$ cat src/rtl/access_ctrl_fsm_if.sv
// Bundle of user-side and memory-side signals around the access-control FSM.
// The master drives the user inputs and the stored key; the FSM is the slave.
interface access_ctrl_fsm_if #(
   parameter int KEY_W = 2,
   parameter int CFG_W = 35
) ();

   logic             request;
   logic             confirm;
   logic [KEY_W-1:0] password;
   logic [KEY_W-1:0] syskey;
   logic [CFG_W-1:0] configin;
   logic [CFG_W-1:0] configout;
   logic             write_en;
   logic             locked;
   logic [3:0]       fail_cnt;
   logic [2:0]       dbg_state;

   modport master (
      output request, confirm, password, syskey, configin,
      input  configout, write_en, locked, fail_cnt, dbg_state
   );

   modport slave (
      input  request, confirm, password, syskey, configin,
      output configout, write_en, locked, fail_cnt, dbg_state
   );

endinterface

$ cat src/rtl/access_ctrl_fsm.sv
// Access-control state machine for the smart-house configuration path.
// Writes of a configuration word to the memory unit are allowed only after the
// user password matches the system key. Repeated wrong passwords lock the path
// out for a fixed time; inactivity in ACTIVE/REQUEST returns the machine to IDLE.
module access_ctrl_fsm #(
   parameter int KEY_W          = 2,
   parameter int CFG_W          = 35,
   parameter int MAX_TRIES      = 3,
   parameter int LOCK_CYCLES    = 1024,
   parameter int TIMEOUT_CYCLES = 256
) (
   input logic               clk,
   input logic               arst,
   access_ctrl_fsm_if.slave  bus
);

   localparam int TMR_W = (TIMEOUT_CYCLES > 2) ? $clog2(TIMEOUT_CYCLES) : 1;
   localparam int LCK_W = (LOCK_CYCLES > 2) ? $clog2(LOCK_CYCLES) : 1;

   localparam logic [TMR_W-1:0] TMR_LAST = TMR_W'(TIMEOUT_CYCLES - 1);
   localparam logic [LCK_W-1:0] LCK_LAST = LCK_W'(LOCK_CYCLES - 1);
   localparam logic [3:0]       TRIES    = 4'(MAX_TRIES);

   typedef enum logic [2:0] {
      IDLE    = 3'b001,
      ACTIVE  = 3'b010,
      REQUEST = 3'b011,
      STORE   = 3'b100,
      LOCKOUT = 3'b101
   } state_t;

   state_t           state;
   logic             req_q1;
   logic             req_s;
   logic             confirm_q;
   logic [TMR_W-1:0] tmr;
   logic [LCK_W-1:0] lck_cnt;

   logic [KEY_W-1:0] pw;
   logic [KEY_W-1:0] key;
   logic             conf_p;
   logic             passed;
   logic             tmr_done;
   logic             lck_done;
   logic [3:0]       fail_next;

   assign pw        = bus.password;
   assign key       = bus.syskey;
   assign passed    = (pw == key);
   assign conf_p    = bus.confirm & ~confirm_q;
   assign tmr_done  = (tmr == TMR_LAST);
   assign lck_done  = (lck_cnt == LCK_LAST);
   assign fail_next = bus.fail_cnt + 4'd1;

   assign bus.dbg_state = state;

   // Two-flop synchroniser for request and edge-detect register for confirm.
   always_ff @(posedge clk or posedge arst) begin
      if (arst) begin
         req_q1    <= 1'b0;
         req_s     <= 1'b0;
         confirm_q <= 1'b0;
      end else begin
         // NOTE: non-blocking assignments let req_s take the old req_q1, forming a true two-stage chain.
         req_q1    <= bus.request;
         req_s     <= req_q1;
         confirm_q <= bus.confirm;
      end
   end

   // State register, timers and all registered outputs.
   always_ff @(posedge clk or posedge arst) begin
      if (arst) begin
         state         <= IDLE;
         tmr           <= '0;
         lck_cnt       <= '0;
         bus.write_en  <= 1'b0;
         bus.configout <= {CFG_W{1'b0}};
         bus.locked    <= 1'b0;
         bus.fail_cnt  <= 4'd0;
      end else begin
         // Strobe is high only on the cycle right after the STORE entry edge.
         bus.write_en <= 1'b0;
         case (state)
            IDLE: begin
               tmr <= '0;
               if (req_s) state <= ACTIVE;
            end
            ACTIVE: begin
               if (!req_s) begin
                  state <= IDLE;
               end else if (conf_p && passed) begin
                  state        <= REQUEST;
                  bus.fail_cnt <= 4'd0;
                  tmr          <= '0;
               end else if (conf_p) begin
                  bus.fail_cnt <= fail_next;
                  tmr          <= '0;
                  if (fail_next == TRIES) begin
                     state      <= LOCKOUT;
                     bus.locked <= 1'b1;
                     lck_cnt    <= '0;
                  end
               end else if (tmr_done) begin
                  state <= IDLE;
               end else begin
                  tmr <= tmr + 1'b1;
               end
            end
            REQUEST: begin
               if (!req_s) begin
                  state <= IDLE;
               end else if (conf_p) begin
                  state         <= STORE;
                  bus.write_en  <= 1'b1;
                  bus.configout <= bus.configin;
               end else if (tmr_done) begin
                  state <= IDLE;
               end else begin
                  tmr <= tmr + 1'b1;
               end
            end
            STORE: begin
               if (!req_s) state <= IDLE;
            end
            LOCKOUT: begin
               if (lck_done) begin
                  state        <= IDLE;
                  bus.locked   <= 1'b0;
                  bus.fail_cnt <= 4'd0;
                  lck_cnt      <= '0;
               end else begin
                  lck_cnt <= lck_cnt + 1'b1;
               end
            end
            default: begin
               state      <= IDLE;
               bus.locked <= 1'b0;
            end
         endcase
      end
   end

endmodule
$ cat src/flat_wrapper.sv
// flat-port wrapper written by rule: the top's interface ports become plain ports
module access_ctrl_fsm_flat 
#(
   parameter int KEY_W          = 2,
   parameter int CFG_W          = 35,
   parameter int MAX_TRIES      = 3,
   parameter int LOCK_CYCLES    = 1024,
   parameter int TIMEOUT_CYCLES = 256
)
  (clk, arst, bus_request, bus_confirm, bus_password, bus_syskey, bus_configin, bus_configout, bus_write_en, bus_locked, bus_fail_cnt, bus_dbg_state);
  access_ctrl_fsm_if #(.KEY_W(KEY_W), .CFG_W(CFG_W)) bus_i ();
  input logic clk;
  input logic arst;
  input wire logic [$bits(bus_i.request)-1:0] bus_request;
  input wire logic [$bits(bus_i.confirm)-1:0] bus_confirm;
  input wire logic [$bits(bus_i.password)-1:0] bus_password;
  input wire logic [$bits(bus_i.syskey)-1:0] bus_syskey;
  input wire logic [$bits(bus_i.configin)-1:0] bus_configin;
  output wire logic [$bits(bus_i.configout)-1:0] bus_configout;
  output wire logic [$bits(bus_i.write_en)-1:0] bus_write_en;
  output wire logic [$bits(bus_i.locked)-1:0] bus_locked;
  output wire logic [$bits(bus_i.fail_cnt)-1:0] bus_fail_cnt;
  output wire logic [$bits(bus_i.dbg_state)-1:0] bus_dbg_state;
  assign bus_i.request = bus_request;
  assign bus_i.confirm = bus_confirm;
  assign bus_i.password = bus_password;
  assign bus_i.syskey = bus_syskey;
  assign bus_i.configin = bus_configin;
  assign bus_configout = bus_i.configout;
  assign bus_write_en = bus_i.write_en;
  assign bus_locked = bus_i.locked;
  assign bus_fail_cnt = bus_i.fail_cnt;
  assign bus_dbg_state = bus_i.dbg_state;
  access_ctrl_fsm #(.KEY_W(KEY_W), .CFG_W(CFG_W), .MAX_TRIES(MAX_TRIES), .LOCK_CYCLES(LOCK_CYCLES), .TIMEOUT_CYCLES(TIMEOUT_CYCLES)) u_core (.clk(clk), .arst(arst), .bus(bus_i));
endmodule
$ cat config.mk
export PLATFORM = sky130hd
export DESIGN_NAME = access_ctrl_fsm_flat
export DESIGN_NICKNAME = d
export VERILOG_FILES = /design/src/rtl/access_ctrl_fsm_if.sv /design/src/rtl/access_ctrl_fsm.sv /design/src/flat_wrapper.sv
export SDC_FILE = /design/constraint.sdc
export NUM_CORES = 1
export LEC_CHECK = 0
export ABC_AREA = 1
export ABC_CLOCK_PERIOD_IN_PS = 2300
export BUFFER_PORTS_ARGS = -buffer_cell sky130_fd_sc_hd__buf_2
export CORE_MARGIN = 2
export CORE_UTILIZATION = 53
export CTS_CLUSTER_SIZE = 24
export DETAILED_ROUTE_END_ITERATION = 7
export PLACE_DENSITY = 0.79
export SLEW_MARGIN = 20
export SYNTH_ARGS = -nofsm -noshare
export SYNTH_HDL_FRONTEND = slang
export SYNTH_SLANG_ARGS = --single-unit
$ cat constraint.sdc
create_clock -name clk -period 2.3 [get_ports clk]
set_input_delay 0.115 -clock clk [delete_from_list [all_inputs] [get_ports clk]]
set_output_delay 0.115 -clock clk [all_outputs]
set_load 0.02 [all_outputs]
==> flow_metrics.py <==
metrics = {
    "pwr": {
        "p_leak_nw": 2.39,
        "vdd.ir_drop.worst_mv": 0.768,
        "cellPowerDensity_mw_per_mm2": 1150,
        "power_mw": 4.91,
    },
    "route": {
        "routedWlPerCell_um": 13.7,
        "via_count": 3265,
        "wl_um": 8640,
        "dr.first_iter.drc_count": 192,
        "ant_nets": 0,
        "drt-pass1-iter-count": 4,
        "drc_errors": 0,
        "vias_per_cell": 5.17,
    },
    "global_routing": {
        "grt_usage_pct": 28.1,
        "grt_pass1_wl_um": 14500,
        "grt_pass1_vias": 3299,
        "grt_overflow": 0,
        "antenna_found_initial": 0,
        "grt_max_degree": 39,
    },
    "worst_setup_path": {
        "cp_slowest_stage_delay_ns": 0.62,
        "critPathTopFamily": "flip-flops",
        "crit_type": "flip-flop to flip-flop",
        "critPathBufInv": 1,
        "crit_path_max_fanout": 13,
        "endpoint_kind": "flip-flop",
        "worstPathArrival_ns": 1.99,
        "required_ns": 2.51,
        "path_cells": "nand3_1, inv_1, a21oi_1, nor2_2, o21ai_0",
        "start_kind": "flip-flop",
        "slowest_stage": "dfstp_2",
    },
    "timing": {
        "period_share_pct": 77.5,
        "slew_violations": 0,
        "period_needed_ns": 1.78,
        "setup_viol": 0,
        "hold_violations": 0,
        "finalSetupTns_ns": 0,
        "fmax_ghz": 0.561,
        "skew_ns": 0.00881,
        "relSlewSlack_pct": 58.4,
        "worst_pin_slew_ns": 0.623,
        "rsz0062_at_grt": "no",
    },
    "logic_synthesis": {
        "synth-xor-area-share_pct": 0.537,
        "syn_nets": 470,
        "synthFlopType": "dfrtp_1",
        "yosys.area_share.simple_pct": 35.1,
        "seq_area_frac_synth_pct": 49.9,
        "synth_cell_types": 33,
        "synth_mux_area_share_pct": 0,
        "ys_ff_latch": 65,
        "async_flop_share_pct": 100,
        "synth_compound_area_share_pct": 6.37,
        "synth_top_family_by_area": "simple AND/OR/NAND/NOR gates",
        "synthAdderAreaFrac_pct": 1.53,
        "synth_edf_count": 0,
        "synth.yosys.warnings": 0,
        "synth_cells": 423,
        "synthesis.area_mm2": 0.00326,
        "avgSynthCellArea_um2": 7.71,
    },
    "placement": {
        "port-buffer-count": 86,
        "gp_congestion": 0.895,
        "dp_hpwl_um": 5250,
    },
    "job": {
        "maxCapViolCount": 0,
    },
    "clock_tree": {
        "cts_tree": "done",
        "clock_path_buffers": 2,
        "cts_sinks": 65,
        "clk_pin_slew_ns": 0.07,
        "htree_levels": 3,
        "numCtsBuffers": 9,
        "cts_setup_buffers": 0,
        "cts-root-buf": "clkbuf_8",
        "insertion_delay_ns": 0.34,
    },
    "die": {
        "io_pins": 87,
        "die-area_mm2": 0.00680,
        "rows": 28,
        "fp.dieH_um": 82.5,
        "initial_core_util_pct": 55.1,
        "core_mm2": 0.00592,
        "die_w_um": 82.5,
    },
    "layout": {
        "drive_above_1_share_pct": 22.7,
        "area_growth_pct": 31.3,
        "diodes": 0,
        "final_util_pct": 72.4,
        "fin_nets": 600,
    },
    "run_status": {
        "status": "finished clean",
    },
    "min_path": {
        "min_path_type": "flip-flop to flip-flop",
    },
}
Yosys cell counts, drive strengths merged, types with 2 or more instances:
cell / n / area share (%)
nand2: 210 / 25
dfrtp: 64 / 49
inv: 40 / 4.7
nor2: 28 / 4.8
nand3: 25 / 4.0
o21ai: 17 / 2.6
a21oi: 7 / 1.1
buf: 7 / 1.9
nand4: 6 / 1.2
ha: 4 / 1.5
o2111ai: 3 / 0.81
a21boi: 2 / 0.58
o211ai: 2 / 0.61
per-stage QoR:
stage	instances	worst slack [ns]	hold slack [ns]	instance area [um^2]
detailed placement	579	0.529	0.226	3750
global placement	579	0.580	0.224	3750
finish	631	0.517	0.355	4290
floorplan	423	0.560	0.146	3260
CTS	631	0.516	0.362	4290
global route	631	0.334	0.389	4290
cells in the final DEF (no fill, tap or decap), types with 7 or more instances in the layout:
cell type,count
a21oi_1,7
buf_2,86
clkbuf_8,9
dfrtp_1,64
dlygate4sd3_1,38
inv_1,33
nand2_1,203
nand3_1,24
nor2_1,21
o21ai_0,17
cells by family after synthesis:
kind of cell / count (synthesis)
adders and majority gates: 4
buffers and inverters: 47
DFF: 65
xor gates and xnor gates: 2
AOI/OAI and AO/OA: 34
and+or+nand+nor: 271
state kept, by name, indices dropped and copies added, names as in the netlist:
register,cells
u_core.bus.write_en,1
u_core.tmr,8
u_core.req_q1,1
u_core.bus.fail_cnt,4
u_core.bus.configout,35
u_core.bus.dbg_state,3
u_core.lck_cnt,10
u_core.confirm_q,1
u_core.req_s,1
u_core.bus.locked,1
layout make-up:
cell class	instances	area [um^2]
Multi-Input combinational cell	311	1420
Clock inverter	3	20.0
Sequential cell	65	1630
Tap cell	75	93.8
Inverter	40	153
Fill cell	450	1640
Clock buffer	11	131
Timing Repair Buffer	126	838
power breakdown:
part / internal [mW] / switching (mW) / leakage (nW)
clock: 0.378 / 0.428 / 0.0713
combinational: 0.709 / 1.37 / 1.47
sequential: 1.61 / 0.411 / 0.839
total: 2.70 / 2.21 / 2.39
what timing repair did:
action,4_1_cts,5_1_grt
hold buffers,38,0
endpoints found under the hold margin,63,0
gates resized for setup,0,0
layer usage:
layer	up-vias	global-route usage (%)	part of all wire (%)
met5	-	0	0
met4	0	12.8	3.0
met3	31	8.15	5.7
met2	112	46.5	50
met1	1542	33.9	41
li1	1580	-	-
worst register-to-register path, stage by stage (launching register included):
cell and delay [ns]:
dfstp_2 0.62, nand3_1 0.15, inv_1 0.37, a21oi_1 0.12
nor2_2 0.28, o21ai_0 0.13
path summary, 6_finish.rpt:
path | from | end | slack, ns | cells after the start
setup reg to reg | u_core.bus.dbg_state[0]$_DFFE_PP1P_ | u_core.lck_cnt[4]$_DFFE_PP0P_ | 0.52 | 5
min in group asynchronous | arst | u_core.bus.configout[30]$_DFFE_PP0P_ | 0.40 | 3
hold / removal | u_core.req_q1$_DFF_PP0_ | u_core.req_s$_DFF_PP0_ | 0.36 | 0
setup / recovery | u_core.bus.dbg_state[0]$_DFFE_PP1P_ | u_core.lck_cnt[4]$_DFFE_PP0P_ | 0.52 | 5
hold reg to reg | u_core.req_q1$_DFF_PP0_ | u_core.req_s$_DFF_PP0_ | 0.36 | 0
max in group asynchronous | arst | u_core.bus.configout[8]$_DFFE_PP0P_ | 1.27 | 4
Note: power is estimated with default switching activity, not from simulation.
